File: config.mk
export PLATFORM = sky130hd
export DESIGN_NAME = packer_ctrl
export DESIGN_NICKNAME = d
export VERILOG_FILES = /design/src/rtl/proteus_pkg.sv /design/src/rtl/packer_mask_gen.sv /design/src/rtl/packer_ctrl.sv
export SDC_FILE = /design/constraint.sdc
export NUM_CORES = 1
export LEC_CHECK = 0
export ABC_AREA = 1
export BUFFER_PORTS_ARGS = -buffer_cell sky130_fd_sc_hd__buf_2
export CAP_MARGIN = 30
export CORE_UTILIZATION = 35
export DETAILED_ROUTE_END_ITERATION = 8
export GPL_TIMING_DRIVEN = 0
export HOLD_SLACK_MARGIN = 0.03
export PLACE_DENSITY = 0.59
export SKIP_CTS_REPAIR_TIMING = 1
export SYNTH_ARGS = -nofsm -noshare
export SYNTH_HDL_FRONTEND = slang
export SYNTH_HIERARCHICAL = 1
export SYNTH_SLANG_ARGS = --single-unit
File: constraint.sdc
create_clock -name clk -period 5 [get_ports clk]
set_input_delay 1 -clock clk [delete_from_list [all_inputs] [get_ports clk]]
set_output_delay 1 -clock clk [all_outputs]
set_load 0.01 [all_outputs]
File: src/rtl/proteus_pkg.sv
// Shared constants and state encoding for the reduced-precision packing controller.
package proteus_pkg;
  localparam int BIT_WIDTH  = 16;
  localparam int SHIFT_BITS = 5;

  typedef enum logic [1:0] {ST_IDLE, ST_FILL, ST_DRAIN} state_e;

  localparam logic HALF_LO = 1'b0;
  localparam logic HALF_HI = 1'b1;
endpackage

File: src/rtl/packer_mask_gen.sv
// Combinational load-mask generator: P ones rotated left by ptr in a 2*BIT_WIDTH register,
// plus whether the mask spans both halves and which half's top bit it writes.
module packer_mask_gen #(
  parameter int BIT_WIDTH  = proteus_pkg::BIT_WIDTH,
  parameter int SHIFT_BITS = proteus_pkg::SHIFT_BITS
) (
  input  logic [SHIFT_BITS-1:0]  i_ptr,
  input  logic [SHIFT_BITS-1:0]  i_prec,
  output logic [2*BIT_WIDTH-1:0] o_mask,
  output logic                   o_cross,
  output logic                   o_comp,
  output logic                   o_comp_sel
);
  localparam int W = 2 * BIT_WIDTH;

  logic [W-1:0]          base;
  logic [2*W-1:0]        dbl;
  logic [SHIFT_BITS:0]   end_off;

  always_comb begin
    base     = ~({W{1'b1}} << i_prec);
    dbl      = {{W{1'b0}}, base} << i_ptr;
    o_mask   = dbl[W-1:0] | dbl[2*W-1:W];
    // offset within the current half plus length beyond the half size means a second half is touched
    end_off  = (SHIFT_BITS+1)'(i_ptr[SHIFT_BITS-2:0]) + (SHIFT_BITS+1)'(i_prec);
    o_cross  = end_off > (SHIFT_BITS+1)'(BIT_WIDTH);
    o_comp   = o_mask[BIT_WIDTH-1] | o_mask[W-1];
    o_comp_sel = o_mask[W-1];
  end
endmodule

File: src/rtl/packer_ctrl.sv
// Packing-register sequencer: fill pointer, load mask, row handshake and flush/drain.
// Optional PACKER_CTRL_STATS_EN adds o_row_count (rows taken since reset).
module packer_ctrl #(
  parameter int BIT_WIDTH  = proteus_pkg::BIT_WIDTH,
  parameter int SHIFT_BITS = proteus_pkg::SHIFT_BITS
) (
  input  logic                   clk,
  input  logic                   rst_n,
  input  logic [SHIFT_BITS-1:0]  i_cfg_prec,
  input  logic                   i_cfg_load,
  input  logic                   i_in_valid,
  output logic                   o_in_ready,
  input  logic                   i_flush,
  output logic [SHIFT_BITS-1:0]  o_s,
  output logic [2*BIT_WIDTH-1:0] o_load,
  output logic                   o_row_sel,
  output logic                   o_row_valid,
  input  logic                   i_row_ready,
  output logic                   o_row_last,
  output logic                   o_busy
`ifdef PACKER_CTRL_STATS_EN
  ,output logic [31:0]           o_row_count
`endif
);
  import proteus_pkg::*;

  state_e                  state_q, state_d;
  logic [SHIFT_BITS-1:0]   ptr_q, ptr_d, prec_q, prec_d, s_q, s_d;
  logic                    pend_q, pend_d, sel_q, sel_d, last_q, last_d;
  logic                    owe_q, owe_d, owe_sel_q, owe_sel_d;

  logic [2*BIT_WIDTH-1:0]  mg_mask;
  logic                    mg_cross, mg_comp, mg_comp_sel;
  logic                    drain, pend_eff, blocked, accept;

  packer_mask_gen #(.BIT_WIDTH(BIT_WIDTH), .SHIFT_BITS(SHIFT_BITS)) u_mask (
    .i_ptr(ptr_q), .i_prec(prec_q), .o_mask(mg_mask),
    .o_cross(mg_cross), .o_comp(mg_comp), .o_comp_sel(mg_comp_sel)
  );

  always_comb begin
    drain    = pend_q & i_row_ready;
    // a row drained this cycle frees its half for an accept in the same cycle
    pend_eff = pend_q & ~drain;
    blocked  = pend_eff & (mg_cross | (ptr_q[SHIFT_BITS-1] == sel_q) | mg_comp);
    o_in_ready = (state_q != ST_DRAIN) & ~blocked;
    accept   = i_in_valid & o_in_ready;

    state_d   = state_q;
    ptr_d     = ptr_q;
    prec_d    = prec_q;
    s_d       = s_q;
    pend_d    = pend_eff;
    sel_d     = sel_q;
    last_d    = pend_eff & last_q;
    owe_d     = owe_q;
    owe_sel_d = owe_sel_q;

    if (i_cfg_load && state_q == ST_IDLE)
      prec_d = (i_cfg_prec == '0 || i_cfg_prec > SHIFT_BITS'(BIT_WIDTH)) ?
               SHIFT_BITS'(BIT_WIDTH) : i_cfg_prec;

    if (accept) begin
      ptr_d = ptr_q + prec_q;
      s_d   = ptr_q;
      if (mg_comp) begin
        pend_d = 1'b1;
        sel_d  = mg_comp_sel;
        last_d = 1'b0;
      end
      if (state_q == ST_IDLE) state_d = ST_FILL;
    end

    if (i_flush && state_q != ST_DRAIN) begin
      state_d = ST_DRAIN;
      if (ptr_d[SHIFT_BITS-2:0] != '0) begin
        // partial half: queue it behind any completed half still waiting
        if (pend_d) begin
          owe_d     = 1'b1;
          owe_sel_d = ptr_d[SHIFT_BITS-1];
        end else begin
          pend_d = 1'b1;
          sel_d  = ptr_d[SHIFT_BITS-1];
          last_d = 1'b1;
        end
      end else if (pend_d) begin
        last_d = 1'b1;
      end else begin
        pend_d = 1'b1;
        sel_d  = HALF_LO;
        last_d = 1'b1;
      end
    end

    if (state_q == ST_DRAIN) begin
      if (drain && last_q) begin
        state_d = ST_IDLE;
        ptr_d   = '0;
      end else if (!pend_eff && owe_q) begin
        pend_d = 1'b1;
        sel_d  = owe_sel_q;
        last_d = 1'b1;
        owe_d  = 1'b0;
      end
    end
  end

  always_ff @(posedge clk or negedge rst_n) begin
    if (!rst_n) begin
      state_q   <= ST_IDLE;
      ptr_q     <= '0;
      prec_q    <= SHIFT_BITS'(BIT_WIDTH);
      s_q       <= '0;
      pend_q    <= 1'b0;
      sel_q     <= HALF_LO;
      last_q    <= 1'b0;
      owe_q     <= 1'b0;
      owe_sel_q <= HALF_LO;
    end else begin
      state_q   <= state_d;
      ptr_q     <= ptr_d;
      prec_q    <= prec_d;
      s_q       <= s_d;
      pend_q    <= pend_d;
      sel_q     <= sel_d;
      last_q    <= last_d;
      owe_q     <= owe_d;
      owe_sel_q <= owe_sel_d;
    end
  end

  assign o_s         = accept ? ptr_q : s_q;
  assign o_load      = accept ? mg_mask : '0;
  assign o_row_valid = pend_q;
  assign o_row_sel   = pend_q & sel_q;
  assign o_row_last  = pend_q & last_q;
  assign o_busy      = state_q != ST_IDLE;

`ifdef PACKER_CTRL_STATS_EN
  logic [31:0] cnt_q, cnt_d;
  always_comb cnt_d = cnt_q + 32'(drain);
  always_ff @(posedge clk or negedge rst_n) begin
    if (!rst_n) cnt_q <= '0;
    else        cnt_q <= cnt_d;
  end
  assign o_row_count = cnt_q;
`endif
endmodule

==> impl_metrics.py <==
metrics = {
    "outcome": {
        "status": "finished clean",
    },
    "sta": {
        "fin_crit_ns": 4.430,
        "hold_violations": 0,
        "rsz0062_at_grt": "false",
        "max_freq_mhz": 225.7,
        "relSlewSlack_pct": 59.17,
        "skew_ns": 0.01249,
        "finalMaxSlewViolations": 0,
        "worst_pin_slew_ns": 0.6124,
        "fin_tns_setup_ns": 0,
        "period_share_pct": 88.61,
        "setup_viol": 0,
    },
    "placed_design": {
        "placed_cell_area_mm2": 0.004282,
        "gp_congestion": 0.9539,
        "portBuffers": 52,
        "hpwlAfterDp_um": 11550,
    },
    "layout": {
        "diodes": 0,
        "drive_above_1_share_pct": 12.18,
        "multiInputGateArea_mm2": 0.002786,
        "mostFrequentLayoutCells": "nand3_1, nand2_1, inv_1, buf_2, nor2_1",
        "area_growth_pct": 13.03,
        "final_common_cell": "nand3_1",
        "final_cell_area_mm2": 0.004353,
        "fillers": 1196,
        "nets": 811,
        "register_area_um2": 551.8,
    },
    "yosys": {
        "yosysWarnings": 6,
        "ys_async_sr_fraction_pct": 100.0,
        "ys_seq_elements": 22,
        "postSynthAreaPerCell_um2": 5.261,
        "syn-cell-area_mm2": 0.003851,
        "synth_edf_count": 0,
        "syn_inst": 732,
        "synth_nets": 754,
        "seq_area_frac_synth_pct": 14.33,
        "synth_cell_types": 34,
        "ys.flop_type": "dfrtp_1",
    },
    "clock_tree": {
        "clkTransAtPathRegs_ns": 0.09,
        "cts_buffer_depth": 2,
        "clk_latency_ns": 0.27,
        "cts.sinks": 22,
        "cts-root-buf": "clkbuf_8",
        "cts_made_buffers": 3,
        "h-tree-depth": 1,
        "cts_tree": "built",
    },
    "job": {
        "maxCapViolCount": 0,
    },
    "worst_setup_path": {
        "critPathCaptureType": "output pin",
        "worstSetupPathType": "reg2out",
        "cp.arrival_ns": 3.43,
        "rr_worst_depth": 13,
        "cp.required_ns": 4.00,
        "critPathLaunchType": "register",
        "path_max_fanout": 10,
    },
    "power": {
        "p_leak_nw": 2.479,
        "ir_drop_v": 0.0003652,
        "power_density_mw_per_mm2": 722.3,
    },
    "worst_hold_path": {
        "hold_path.class": "reg2reg",
        "min_delay_path_depth": 2,
    },
    "drt": {
        "vias": 5123,
        "wirelength_um": 14300,
        "dr.pass1.iters": 6,
        "drtAntennaViolNets": 0,
        "avgRoutedWirePerCell_um": 15.48,
        "vias_per_cell": 5.544,
        "initialDrtViolationCount": 452,
        "post-route-drc-count": 0,
    },
    "floorplanning": {
        "floorplan.die_area_mm2": 0.01143,
        "die_w_um": 106.9,
        "die-height_um": 106.9,
        "coreArea_mm2": 0.01051,
        "rows": 37,
        "start_util_pct": 36.65,
        "ios": 53,
    },
    "global_route": {
        "grt_max_degree": 23,
        "grt_pass1_vias": 4764,
        "antenna_found_initial": 0,
        "grt_use_total_pct": 25.94,
        "grt_overflow": 0,
        "grt_pass1_wl_um": 23590,
    },
}
power breakdown:
group          total, W  leakage (nW)  internal, W  switching (W)
registers      0.000342         0.280     0.000250      0.0000919
clock network  0.000172        0.0357     0.000107      0.0000646
logic           0.00263          2.16     0.000841        0.00179
total           0.00314          2.48      0.00120        0.00195
sequential cells by signal (all words and copies together), names as in the netlist:
register     cells
sel_q            1
o_row_valid      1
owe_sel_q        1
last_q           1
s_q              5
state_q          2
ptr_q            5
owe_q            1
prec_q           5
final cells by class:
cell class	count	share of cell area, %
Clock buffer	3	0.9485
Clock inverter	1	0.6899
Timing Repair Buffer	52	5.979
Multi-Input combinational cell	583	64.01
Buffer	39	4.197
Sequential cell	22	12.68
Inverter	88	7.588
Tap cell	136	3.909
cells in the mapped netlist (all sizes together) (3+ instances only):
| cell type | n | share of area (%) |
|---|---|---|
| nand4 | 9 | 1.5 |
| nand3 | 240 | 32 |
| clkbuf | 17 | 1.7 |
| xnor2 | 3 | 0.68 |
| a21oi | 18 | 2.4 |
| nand2 | 215 | 21 |
| nand3b | 3 | 0.58 |
| inv | 86 | 8.4 |
| ha | 9 | 2.9 |
| nor2 | 59 | 6.4 |
| dfrtp | 21 | 14 |
| o21ai | 17 | 2.2 |
| buf | 22 | 3.1 |
per-stage QoR:
stage / setup WS (ns) / instances / hold slack, ns / power (W) / util (%)
after floorplan: 1.422 / 732 / 0.4426 / 0.002215 / -
after global placement: 0.9589 / 920 / 0.4520 / 0.002905 / 40.74
after detailed placement: 0.8822 / 920 / 0.4583 / 0.002929 / 40.74
after CTS: 0.5685 / 924 / 0.4790 / 0.003107 / 41.42
after global routing: 0.3368 / 924 / 0.5090 / 0.003494 / 41.42
final: 0.5695 / 924 / 0.4764 / 0.003144 / 41.42
kinds of logic (layout without fill, tap and decap cells):
| logic type | after synthesis | in the layout | share of synthesized area [%] |
|---|---|---|---|
| compound gates | 38 | 38 | 5.231 |
| xor+xnor | 5 | 5 | 1.137 |
| fa+ha+maj | 11 | 11 | 3.964 |
| buf+inv | 127 | 183 | 13.32 |
| flops | 22 | 22 | 14.33 |
| simple gates | 529 | 529 | 62.02 |
worst max-delay path, stage by stage (launching register included):
cell and delay (ns):
dfrtp_1 0.53, ha_1 0.31, fa_1 0.46, a21oi_1 0.15, o21ai_0 0.10, xor2_1 0.15, o21ai_0 0.08, nand2_1 0.13
nor2_1 0.13, nand3_2 0.12, nand2_4 0.10, nand3_4 0.13, clkbuf_1 0.26, o21ai_0 0.30, buf_2 0.19
metal layers:
layer  vias to the layer above  share of wire [%]  track usage (%)
met2                       244                 47            44.98
met5                         -                  0                0
li1                       2516                  -                -
met4                         0                3.4            9.295
met3                        38                6.7            1.520
met1                      2325                 43            33.89
path summary, 6_finish.rpt:
check | from | endpoint | slack, ns
setup / recovery | ptr_q[0]$_DFF_PN0_ | o_s[4] | 0.57
max in group asynchronous | rst_n | prec_q[4]$_DFFE_PN1P_ | 3.96
setup reg to reg | ptr_q[0]$_DFF_PN0_ | s_q[4]$_DFF_PN0_ | 1.92
hold reg to reg | s_q[2]$_DFF_PN0_ | s_q[2]$_DFF_PN0_ | 0.48
min in group asynchronous | rst_n | s_q[2]$_DFF_PN0_ | 0.68
hold / removal | s_q[2]$_DFF_PN0_ | s_q[2]$_DFF_PN0_ | 0.48
Power figures use the tool's default switching activity.
